`src/rtl/serial_adder.sv`:
```
// Bit-serial adder/subtractor: one full-adder slice with a registered carry,
// operands consumed LSB-first, result presented after WIDTH bit-steps.
module serial_adder #(
  parameter int WIDTH = 8
) (
  input  logic             clk,
  input  logic             rst,
  input  logic             start,
  input  logic [WIDTH-1:0] a,
  input  logic [WIDTH-1:0] b,
  input  logic             cin,
  input  logic             sub,
  output logic             busy,
  output logic             done,
  output logic [WIDTH-1:0] sum,
  output logic             cout,
  output logic             overflow
);

  localparam int CW = (WIDTH > 2) ? $clog2(WIDTH) : 1;

  typedef enum logic [1:0] {
    IDLE = 2'd0,
    RUN  = 2'd1,
    DONE = 2'd2
  } state_t;

  state_t           state_reg, state_next;
  logic [WIDTH-1:0] op_a_reg, op_b_reg;
  logic             carry_reg;
  logic [WIDTH-2:0] res_sr_reg;
  logic [WIDTH-2:0] res_shift;
  logic [CW-1:0]    cnt_reg;
  logic [WIDTH-1:0] sum_reg;
  logic             cout_reg, overflow_reg;

  logic s_bit, carry_maj, last_bit, accept;

  assign s_bit     = op_a_reg[0] ^ op_b_reg[0] ^ carry_reg;
  assign carry_maj = (op_a_reg[0] & op_b_reg[0]) | (op_a_reg[0] & carry_reg) |
                     (op_b_reg[0] & carry_reg);
  assign last_bit  = (cnt_reg == CW'(WIDTH - 1));
  assign accept    = start && (state_reg != RUN);

  // Result bits enter at the top and walk down, so after WIDTH-1 steps bit 0
  // sits at the LSB and the final slice output supplies the MSB directly.
  genvar gi;
  generate
    for (gi = 0; gi < WIDTH - 2; gi++) begin : g_res_shift
      assign res_shift[gi] = res_sr_reg[gi+1];
    end
  endgenerate
  assign res_shift[WIDTH-2] = s_bit;

  always_ff @(posedge clk) begin
    if (rst) state_reg <= IDLE;
    else     state_reg <= state_next;
  end

  always_comb begin
    state_next = state_reg;
    busy       = 1'b0;
    done       = 1'b0;
    case (state_reg)
      IDLE: if (start) state_next = RUN;
      RUN: begin
        busy = 1'b1;
        if (last_bit) state_next = DONE;
      end
      DONE: begin
        done       = 1'b1;
        state_next = start ? RUN : IDLE;
      end
      default: state_next = IDLE;
    endcase
  end

  always_ff @(posedge clk) begin
    if (rst) begin
      op_a_reg     <= '0;
      op_b_reg     <= '0;
      carry_reg    <= 1'b0;
      res_sr_reg   <= '0;
      cnt_reg      <= '0;
      sum_reg      <= '0;
      cout_reg     <= 1'b0;
      overflow_reg <= 1'b0;
    end else if (accept) begin
      // Subtract is a + ~b + ~cin, i.e. a - b - cin.
      op_a_reg  <= a;
      op_b_reg  <= sub ? ~b : b;
      carry_reg <= sub ^ cin;
      cnt_reg   <= '0;
    end else if (state_reg == RUN) begin
      op_a_reg   <= {1'b0, op_a_reg[WIDTH-1:1]};
      op_b_reg   <= {1'b0, op_b_reg[WIDTH-1:1]};
      carry_reg  <= carry_maj;
      res_sr_reg <= res_shift;
      cnt_reg    <= cnt_reg + CW'(1);
      if (last_bit) begin
        // carry_reg here is the carry into the MSB slice.
        sum_reg      <= {s_bit, res_sr_reg};
        cout_reg     <= carry_maj;
        overflow_reg <= carry_reg ^ carry_maj;
      end
    end
  end

  assign sum      = sum_reg;
  assign cout     = cout_reg;
  assign overflow = overflow_reg;

endmodule
```
`config.mk`:
```
export PLATFORM = sky130hd
export DESIGN_NAME = serial_adder
export DESIGN_NICKNAME = d
export VERILOG_FILES = /design/src/rtl/serial_adder.sv
export SDC_FILE = /design/constraint.sdc
export NUM_CORES = 1
export LEC_CHECK = 0
export BUFFER_PORTS_ARGS = -buffer_cell sky130_fd_sc_hd__buf_2
export CAP_MARGIN = 20
export CORE_UTILIZATION = 57
export CTS_CLUSTER_SIZE = 25
export DETAILED_ROUTE_END_ITERATION = 10
export GPL_TIMING_DRIVEN = 1
export MAX_ROUTING_LAYER = met4
export PLACE_DENSITY = 0.93
export SLEW_MARGIN = 20
export SYNTH_ARGS = -nofsm -noshare
export SYNTH_HDL_FRONTEND = slang
export SYNTH_SLANG_ARGS = --single-unit
```
`constraint.sdc`:
```
create_clock -name clk -period 2.31 [get_ports clk]
set_input_delay 0.231 -clock clk [delete_from_list [all_inputs] [get_ports clk]]
set_output_delay 0.231 -clock clk [all_outputs]
set_load 0.03 [all_outputs]
```
; ---- After elaboration in Yosys (flattened, before gate mapping)
; Cells that the tools add are included.
[classes]
n_lt_le_gt_ge = 0
n_eq_ne = 6
n_mux = 13
shifts = 0
mul = 0
bitwise = 11
div = 0
n_reduce_logical = 7
n_addsub = 1
[op_table]
columns = operator, count
row1 = 2-to-1 mux 8 bit, 5
row2 = NOT 8 bit, 1
row3 = case mux 2 bit (3 select lines), 1
row4 = 2-to-1 mux 1 bit, 5
row5 = 2-to-1 mux 2 bit, 2
row6 = != test 2 bit (second input constant), 2
row7 = AND reduction 2 bit, 2
row8 = XOR 1 bit, 4
row9 = adder 3 x 1 -> 3 bit (second input constant), 1
row10 = bitwise AND 1 bit, 3
row11 = equality test 3 bit (second input constant), 1
row12 = AND reduction 3 bit, 1
row13 = equality test 2 x 1 -> 1 bit (second input constant), 1
row14 = equality test 2 bit (second input constant), 1
row15 = logical NOT 2 bit, 1
row16 = != test 2 x 1 -> 1 bit (second input constant), 1
row17 = bitwise OR 1 bit, 2
row18 = nonzero test 2 bit, 1
row19 = OR reduction 2 bit, 1
row20 = logical AND 1 bit, 1
row21 = NOT 1 bit, 1
[word_totals]
in_bits = 21
latch_bits = 0
register_bits = 39
n_memories = 0
ramBits = 0
rom_bits = 0

; ---- Depth between registers and ports, before layout
; Gate-level depths: netlist of the first run.
[logic_depth]
depth_word = 5
mapped_depth = 7

; ---- Least setup slack after synthesis of the first run
; No wires, ideal clock.
[synth_timing]
kind = reg2reg
from = register cnt_reg[0]
to = register overflow_reg, in the netlist overflow
slack_ns = 1.054
synth_period_minus_slack_ns = 1.256
setup_ns = 0.086
arrival_ns = 1.170
path_stages_with_launch = 6
path_cell_list = dfxtp_1 ha_1 ha_1 and3b_1 buf_2 a211oi_1
[synth_between]
elab_chain_len = 2
[synth_rtl]
columns = element, line_no
row1 = from (decl), 33  ; logic [CW-1:0] cnt_reg;
row2 = from (signal assigned), 99  ; cnt_reg <= cnt_reg + CW'(1);
row3 = equality test 3 bit, 42  ; assign last_bit = (cnt_reg == CW'(WIDTH - 1));
row4 = AND reduction 3 bit (no source line), n/a
row5 = to (signal assigned), 104  ; overflow_reg <= carry_reg ^ carry_maj;
row6 = to (decl), 35  ; logic cout_reg, overflow_reg;
; No other way between the ends.
; A chain may end at the register's enable or synchronous reset.

; ---- Worst setup path after layout of the first run
[layout_timing]
from = register state_reg[0]
to = output busy
[layout_between]
elab_chain_len = 2
[layout_rtl]
columns = element, line_no
row1 = from (decl), 28  ; state_t state_reg, state_next;
row2 = from (signal assigned), 57  ; else state_reg <= state_next;
row3 = equality test 2 x 1 -> 1 bit, 64  ; case (state_reg)
row4 = 2-to-1 mux 1 bit, 64
row5 = to (decl), 13  ; output logic busy,
; No other way between the ends.

==> results of run 1 <==
==> placed cells by master (no fill, tap or decap), types with 4 or more instances in the layout <==
cell type / n
a211o_1: 8
a211oi_1: 8
a21oi_1: 27
buf_2: 32
clkbuf_4: 5
dfxtp_1: 39
mux2i_1: 8
nand2_1: 42
nand3b_1: 4
nor2_1: 19
xnor2_1: 10
==> critical path, stage by stage (launching register included) <==
cell,delay [ns]
dfxtp_1,0.40
nand2b_1,0.10
inv_2,0.36
buf_2,0.29
==> logic make-up (layout without fill, tap and decap cells) <==
kind of cell,Yosys count,in the layout,synth area share
and+or+nand+nor,70,70,0.175
AOI/OAI and AO/OA,45,45,0.173
DFF,39,39,0.468
buffers and inverters,17,43,0.0570
xor gates and xnor gates,10,10,0.0525
muxes,8,8,0.0480
adders and majority gates,3,3,0.0270
==> report_power, final <==
group,internal (mW),total [mW],switching [mW]
registers,0.704,0.724,0.0196
clock network,0.119,0.320,0.201
logic,0.0709,0.158,0.0866
total,0.894,1.20,0.308
==> routing by layer <==
layer,share of wire,GRT usage
met4,0.019,0.105
met2,0.49,0.328
met5,0,-
met1,0.45,0.256
met3,0.046,0.0419
==> final cells by class <==
| cell class | instances | area [µm²] |
|---|---|---|
| fill | 225 | 920 |
| multi-input combinational | 136 | 793 |
| sequential | 39 | 781 |
| timing repair buffer | 33 | 168 |
| clock buffer | 7 | 45.0 |
| tap | 31 | 38.8 |
| inverter | 2 | 7.51 |
| clock inverter | 1 | 5.00 |
==> final timing paths <==
kind / endpoint / slack [ns] / cells after the start
hold / removal: op_a_reg[7] / 0.18 / 3
hold reg to reg: sum[7] / 0.46 / 2
setup / recovery: busy / 0.58 / 3
setup reg to reg: overflow / 0.83 / 5
==> metrics.txt, run 1 <==
# TYPE chip_impl_metric gauge
chip_impl_metric{name="yosys.area.top_type_share",unit=""} 0.468
chip_impl_metric{name="highest_clock_rate",unit="MHz"} 578
chip_impl_metric{name="ios",unit=""} 33
chip_impl_metric{name="fin_cells",unit=""} 249
chip_impl_metric{name="cts_buffers",unit=""} 5
chip_impl_metric{name="slew_violations",unit=""} 0
chip_impl_info{name="ys.flop_type",value="dfxtp_1"} 1
chip_impl_info{name="hold_start",value="a[7]"} 1
chip_impl_metric{name="dpl-instance-area",unit="µm²"} 1790
chip_impl_metric{name="gr-usage-all-layers",unit=""} 0.209
chip_impl_metric{name="synth_edf_count",unit=""} 0
chip_impl_metric{name="synthToLayoutAreaGrowth",unit="%"} 10.1
chip_impl_metric{name="timing.hold.ws",unit="ns"} 0.184
chip_impl_metric{name="tns",unit="ns"} 0
chip_impl_metric{name="die-height",unit="µm"} 56.1
chip_impl_metric{name="grt_antenna_before_repair",unit=""} 0
chip_impl_metric{name="finalCritPeriodShare",unit=""} 0.749
chip_impl_metric{name="initialDrtViolationCount",unit=""} 42
chip_impl_info{name="grt_setup_unrepaired",value="false"} 1
chip_impl_metric{name="place_inst",unit=""} 241
chip_impl_metric{name="wl",unit="mm"} 2.92
chip_impl_metric{name="core",unit="µm²"} 2760
chip_impl_info{name="worst_setup_path_start_kind",value="flop"} 1
chip_impl_metric{name="grt_overflow",unit=""} 0
chip_impl_metric{name="layout.nets",unit=""} 241
chip_impl_info{name="status",value="finished clean"} 1
chip_impl_info{name="synth.most_common_cell",value="nand2_1"} 1
chip_impl_metric{name="final_core_utilization",unit=""} 0.667
chip_impl_metric{name="final_critical_path_setup_slack",unit="ns"} 0.579
chip_impl_metric{name="irDropWorstVdd",unit="mV"} 0.595
chip_impl_metric{name="vias_in_the_first_global_route",unit=""} 1178
chip_impl_info{name="hp-class",value="input pin to flop"} 1
chip_impl_info{name="tritoncts",value="yes"} 1
chip_impl_info{name="worstSetupEndpointType",value="output port"} 1
chip_impl_metric{name="synth_cells",unit=""} 192
chip_impl_metric{name="die_footprint",unit="µm²"} 3150
chip_impl_info{name="synth_commonest_cells",value="nand2_1, dfxtp_1, a21oi_1"} 1
chip_impl_metric{name="wire_length_of_the_first_global_routing_pass",unit="mm"} 5.04
chip_impl_metric{name="grt_max_degree",unit=""} 40
chip_impl_metric{name="syn_area",unit="µm²"} 1670
chip_impl_info{name="r2r-start",value="cnt_reg[0]"} 1
chip_impl_metric{name="detail_route.vias_per_cell",unit=""} 5.40
chip_impl_metric{name="place_worst_setup_slack",unit="ns"} 0.855
chip_impl_metric{name="cp.arrival",unit="ns"} 1.50
chip_impl_metric{name="count_of_buffers_inserted_at_the_top_level_ports",unit=""} 32
chip_impl_metric{name="clock_latency",unit="ns"} 0.33
chip_impl_metric{name="floorplan.rows",unit=""} 19
chip_impl_metric{name="finalSetupViolations",unit=""} 0
chip_impl_metric{name="max-clock-path-buffers",unit=""} 2
chip_impl_metric{name="synth.yosys.seq_area_share",unit=""} 0.468
chip_impl_metric{name="wl_per_cell",unit="µm"} 11.7
chip_impl_metric{name="cts_sink_count",unit=""} 39
chip_impl_metric{name="synth.lib_cells_used.distinct",unit=""} 24
chip_impl_metric{name="drive_gt1_frac",unit=""} 0.188
chip_impl_info{name="yosys-top-cells-area",value="dfxtp_1, nand2_1, a21oi_1"} 1
chip_impl_metric{name="initial_core_util",unit=""} 0.605
chip_impl_info{name="clk_root_buffer_cell",value="clkbuf_4"} 1
chip_impl_metric{name="die-width",unit="µm"} 56.1
chip_impl_metric{name="hold_buffers",unit=""} 0
chip_impl_metric{name="period_minus_slack",unit="ns"} 1.73
chip_impl_metric{name="maxCapViolations",unit=""} 0
chip_impl_metric{name="hpwlAfterDp",unit="mm"} 1.96
chip_impl_metric{name="hold_viol",unit=""} 0
chip_impl_metric{name="gp_routability_congestion",unit=""} 0.693
chip_impl_metric{name="antennaDiodeCount",unit=""} 0
chip_impl_metric{name="synthesis.nets",unit=""} 216
chip_impl_metric{name="clock_skew",unit="ns"} 0.00867
chip_impl_metric{name="drc_violation_count_after_routing",unit=""} 0
chip_impl_metric{name="power-per-cell-area",unit="nW/µm²"} 654
chip_impl_metric{name="path_clk_slew",unit="ns"} 0.11
chip_impl_metric{name="postCtsSetupRepairBufs",unit=""} 0
chip_impl_info{name="cp-startpoint",value="state_reg[0]"} 1
chip_impl_metric{name="synth.yosys.warnings",unit=""} 0
chip_impl_metric{name="ys_async_sr_fraction",unit=""} 0
chip_impl_metric{name="post_cts.resized_instances",unit=""} 0
chip_impl_metric{name="power.total",unit="mW"} 1.20
chip_impl_metric{name="layout.cell_area.non_filler",unit="µm²"} 1840
chip_impl_metric{name="power_leakage",unit="nW"} 0.769
chip_impl_metric{name="h-tree-depth",unit=""} 2
chip_impl_metric{name="dr.pass1.iters",unit=""} 4
chip_impl_metric{name="syn_avg_cell_area",unit="µm²"} 8.69
chip_impl_metric{name="yosys_reg_bits",unit=""} 39
chip_impl_metric{name="crit_required",unit="ns"} 2.08
chip_impl_metric{name="timing.max_slew.rel_slack",unit=""} 0.550
chip_impl_metric{name="worst_pin_slew",unit="ns"} 0.675
chip_impl_metric{name="crit_fanout",unit=""} 29
chip_impl_metric{name="routed-via-count",unit=""} 1344
chip_impl_info{name="post-synth-top-area-cell",value="dfxtp_1"} 1
chip_impl_metric{name="postRouteAntennaNets",unit=""} 0
chip_impl_info{name="crit_type",value="flop to output port"} 1
Note: power is estimated with default switching activity, not from simulation.
==> run 2: changes to the inputs <==
--- a/config.mk
+++ b/config.mk
@@ -5,14 +5,15 @@
 export SDC_FILE = /design/constraint.sdc
 export NUM_CORES = 1
 export LEC_CHECK = 0
+export ABC_AREA = 1
 export BUFFER_PORTS_ARGS = -buffer_cell sky130_fd_sc_hd__buf_2
 export CAP_MARGIN = 20
-export CORE_UTILIZATION = 57
+export CORE_UTILIZATION = 54
 export CTS_CLUSTER_SIZE = 25
 export DETAILED_ROUTE_END_ITERATION = 10
 export GPL_TIMING_DRIVEN = 1
 export MAX_ROUTING_LAYER = met4
-export PLACE_DENSITY = 0.93
+export PLACE_DENSITY = 0.89
 export SLEW_MARGIN = 20
 export SYNTH_ARGS = -nofsm -noshare
 export SYNTH_HDL_FRONTEND = slang
==> constraint.sdc (replaced) <==
create_clock -name clk -period 1.7 [get_ports clk]
set_input_delay 0.17 -clock clk [delete_from_list [all_inputs] [get_ports clk]]
set_output_delay 0.17 -clock clk [all_outputs]
set_load 0.03 [all_outputs]
==> run 2 against run 1 <==
  * Non-clock buffer count rose by 3
  * Critical path depth unchanged
  * Combinational power grew 53%
  * Critical endpoint unchanged
  * Largest cell class unchanged
==> metrics.txt, run 2 <==
# TYPE chip_impl_metric gauge
chip_impl_info{name="status",value="finished clean"} 1
chip_impl_metric{name="grt_overflow",unit=""} 0
chip_impl_metric{name="max-clock-path-buffers",unit=""} 2
chip_impl_metric{name="layout.filler_cells",unit=""} 282
chip_impl_metric{name="clock_skew",unit="ns"} 0.0159
chip_impl_metric{name="synth_cells",unit=""} 237
chip_impl_metric{name="ys_async_sr_fraction",unit=""} 0
chip_impl_metric{name="crit_required",unit="ns"} 1.53
chip_impl_metric{name="hold_buffers",unit=""} 0
chip_impl_metric{name="antennaDiodeCount",unit=""} 0
chip_impl_info{name="tritoncts",value="yes"} 1
chip_impl_info{name="layout.cells.most_common_list",value="nor2_1, nand2_1, dfxtp_1"} 1
chip_impl_info{name="synth.most_common_cell",value="nor2_1"} 1
chip_impl_info{name="clk_root_buffer_cell",value="clkbuf_4"} 1
chip_impl_metric{name="die-height",unit="µm"} 58.6
chip_impl_metric{name="tns",unit="ns"} 0
chip_impl_metric{name="drc_violation_count_after_routing",unit=""} 0
chip_impl_metric{name="wl_met3",unit="µm"} 202
chip_impl_metric{name="drive_gt1_frac",unit=""} 0.200
chip_impl_metric{name="layout.nets",unit=""} 293
chip_impl_metric{name="gr-usage-all-layers",unit=""} 0.224
chip_impl_metric{name="floorplan.rows",unit=""} 20
chip_impl_metric{name="power-per-cell-area",unit="nW/µm²"} 938
chip_impl_metric{name="synthesis.nets",unit=""} 261
chip_impl_info{name="worstSetupEndpointType",value="output port"} 1
chip_impl_metric{name="maxCapViolations",unit=""} 0
chip_impl_metric{name="worst_pin_slew",unit="ns"} 0.604
chip_impl_metric{name="synth.yosys.warnings",unit=""} 0
chip_impl_metric{name="count_of_buffers_inserted_at_the_top_level_ports",unit=""} 32
chip_impl_info{name="synth_commonest_cells",value="nor2_1, nand2_1, dfxtp_1"} 1
chip_impl_metric{name="cts_buffers",unit=""} 5
chip_impl_metric{name="core",unit="µm²"} 3050
chip_impl_metric{name="yosys_reg_bits",unit=""} 39
chip_impl_metric{name="path_clk_slew",unit="ns"} 0.13
chip_impl_metric{name="syn_avg_cell_area",unit="µm²"} 7.31
chip_impl_metric{name="gp_routability_congestion",unit=""} 0.797
chip_impl_metric{name="slew_violations",unit=""} 0
chip_impl_metric{name="timing.max_slew.rel_slack",unit=""} 0.597
chip_impl_metric{name="syn_area",unit="µm²"} 1730
chip_impl_metric{name="hpwlAfterDp",unit="mm"} 2.39
chip_impl_metric{name="die-width",unit="µm"} 58.6
chip_impl_metric{name="hold_viol",unit=""} 0
chip_impl_metric{name="timing.hold.ws",unit="ns"} 0.0492
chip_impl_metric{name="synth.yosys.seq_area_share",unit=""} 0.451
chip_impl_metric{name="synthToLayoutAreaGrowth",unit="%"} 15.5
chip_impl_metric{name="multi_input_area",unit="µm²"} 818
chip_impl_metric{name="detail_route.vias_per_cell",unit=""} 4.90
chip_impl_metric{name="cts_sink_count",unit=""} 39
chip_impl_metric{name="wire_length_of_the_first_global_routing_pass",unit="mm"} 5.49
chip_impl_metric{name="highest_clock_rate",unit="MHz"} 701
chip_impl_info{name="hp-class",value="input pin to flop"} 1
chip_impl_info{name="yosys-top-cells-area",value="dfxtp_1, nor2_1, nand2_1"} 1
chip_impl_info{name="grt_setup_unrepaired",value="false"} 1
chip_impl_info{name="worst_setup_path_start_kind",value="flop"} 1
chip_impl_metric{name="crit_fanout",unit=""} 7
chip_impl_metric{name="clock_latency",unit="ns"} 0.36
chip_impl_info{name="ys.flop_type",value="dfxtp_1"} 1
chip_impl_metric{name="routed-via-count",unit=""} 1540
chip_impl_metric{name="synth_edf_count",unit=""} 0
chip_impl_metric{name="h-tree-depth",unit=""} 2
chip_impl_metric{name="wl",unit="mm"} 3.37
chip_impl_info{name="routed.top_layer",value="met4"} 1
chip_impl_metric{name="met2RoutedLength",unit="mm"} 1.62
chip_impl_metric{name="area_occupied_by_registers",unit="µm²"} 781
chip_impl_metric{name="post_cts.resized_instances",unit=""} 0
chip_impl_metric{name="vias_in_the_first_global_route",unit=""} 1329
chip_impl_metric{name="irDropWorstVdd",unit="mV"} 0.545
chip_impl_metric{name="dr.pass1.iters",unit=""} 4
chip_impl_metric{name="postCtsSetupRepairBufs",unit=""} 0
chip_impl_metric{name="power_leakage",unit="nW"} 1.01
chip_impl_info{name="crit_type",value="flop to output port"} 1
chip_impl_metric{name="routed_metal_1_wire_length",unit="mm"} 1.48
chip_impl_metric{name="wl_per_cell",unit="µm"} 10.7
chip_impl_metric{name="ios",unit=""} 33
chip_impl_metric{name="initial_core_util",unit=""} 0.567
chip_impl_metric{name="die_footprint",unit="µm²"} 3440
chip_impl_info{name="mostFrequentLayoutCell",value="nor2_1"} 1
chip_impl_metric{name="finalCritPeriodShare",unit=""} 0.840
chip_impl_metric{name="postRouteAntennaNets",unit=""} 0
chip_impl_metric{name="cp.arrival",unit="ns"} 1.26
chip_impl_metric{name="yosys.area.top_type_share",unit=""} 0.451
chip_impl_metric{name="initialDrtViolationCount",unit=""} 51
chip_impl_metric{name="period_minus_slack",unit="ns"} 1.43
chip_impl_metric{name="grt_antenna_before_repair",unit=""} 0
chip_impl_info{name="post-synth-top-area-cell",value="dfxtp_1"} 1
chip_impl_metric{name="finalSetupViolations",unit=""} 0
chip_impl_metric{name="synth.lib_cells_used.distinct",unit=""} 21
chip_impl_metric{name="grt_max_degree",unit=""} 25
==> run 2: cell types whose count changed in the layout (fill, tap and decap cells not counted), moves of 10 or more <==
cell	before	now
nand3_1	0	32
nor2_1	19	49
o21ai_0	0	10
inv_1	1	14
a21oi_1	27	7
==> run 2: power breakdown <==
part / internal (mW) / leakage, nW / switching (mW)
logic: 0.0957 / 0.643 / 0.145
clock network: 0.317 / 0.0458 / 0.328
registers: 0.960 / 0.318 / 0.0309
total: 1.37 / 1.01 / 0.504
==> run 2: path summary, 6_finish.rpt <==
check | startpoint | endpoint | slack (ns) | depth (start not counted)
worst max-delay path | state_reg[0] | busy | 0.27 | 3
worst min-delay path | a[7] | op_a_reg[7] | 0.05 | 3
worst max register to register | cnt_reg[0] | sum[2] | 0.34 | 7
worst min register to register | op_a_reg[7] | op_a_reg[7] | 0.47 | 2
==> run 2: through the flow <==
| step | worst slack (ns) | instances | utilization | cell area [µm²] | power [mW] |
|---|---|---|---|---|---|
| 2_1_floorplan | 0.513 | 237 | - | 1730 | 1.19 |
| 3_3_place_gp | 0.418 | 306 | 0.627 | 1920 | 1.24 |
| 3_5_place_dp | 0.353 | 306 | 0.627 | 1920 | 1.25 |
| 4_1_cts | 0.263 | 314 | 0.655 | 2000 | 1.89 |
| 5_1_grt | 0.200 | 314 | 0.655 | 2000 | 1.96 |
| 6_report | 0.273 | 314 | 0.655 | 2000 | 1.88 |
==> run 2: final cells by class <==
class,count,share of cell area
Clock buffer,5,0.0188
Clock inverter,3,0.0238
Inverter,19,0.0356
Multi-Input combinational cell,168,0.409
Sequential cell,39,0.390
Tap cell,44,0.0275
Timing Repair Buffer,36,0.0951
==> run 2: metal layers <==
layer,track usage,vias to the layer above
li1,-,807
met1,0.240,672
met2,0.388,54
met3,0.0593,7
met4,0.102,0
met5,-,-
==> run 2: cells by family (layout without fill, tap and decap cells) <==
| family | after synthesis | after routing | share of synthesized area |
|---|---|---|---|
| and+or+nand+nor | 132 | 132 | 0.321 |
| DFF | 39 | 39 | 0.451 |
| buffers and inverters | 30 | 63 | 0.0766 |
| AOI/OAI and AO/OA | 23 | 23 | 0.0751 |
| xor gates and xnor gates | 10 | 10 | 0.0506 |
| adders and majority gates | 3 | 3 | 0.0260 |
==> run 2: critical path, cell delays in order (launching register included) <==
cell     delay, ns
dfxtp_1       0.41
inv_2         0.07
nor2_4        0.18
buf_2         0.23
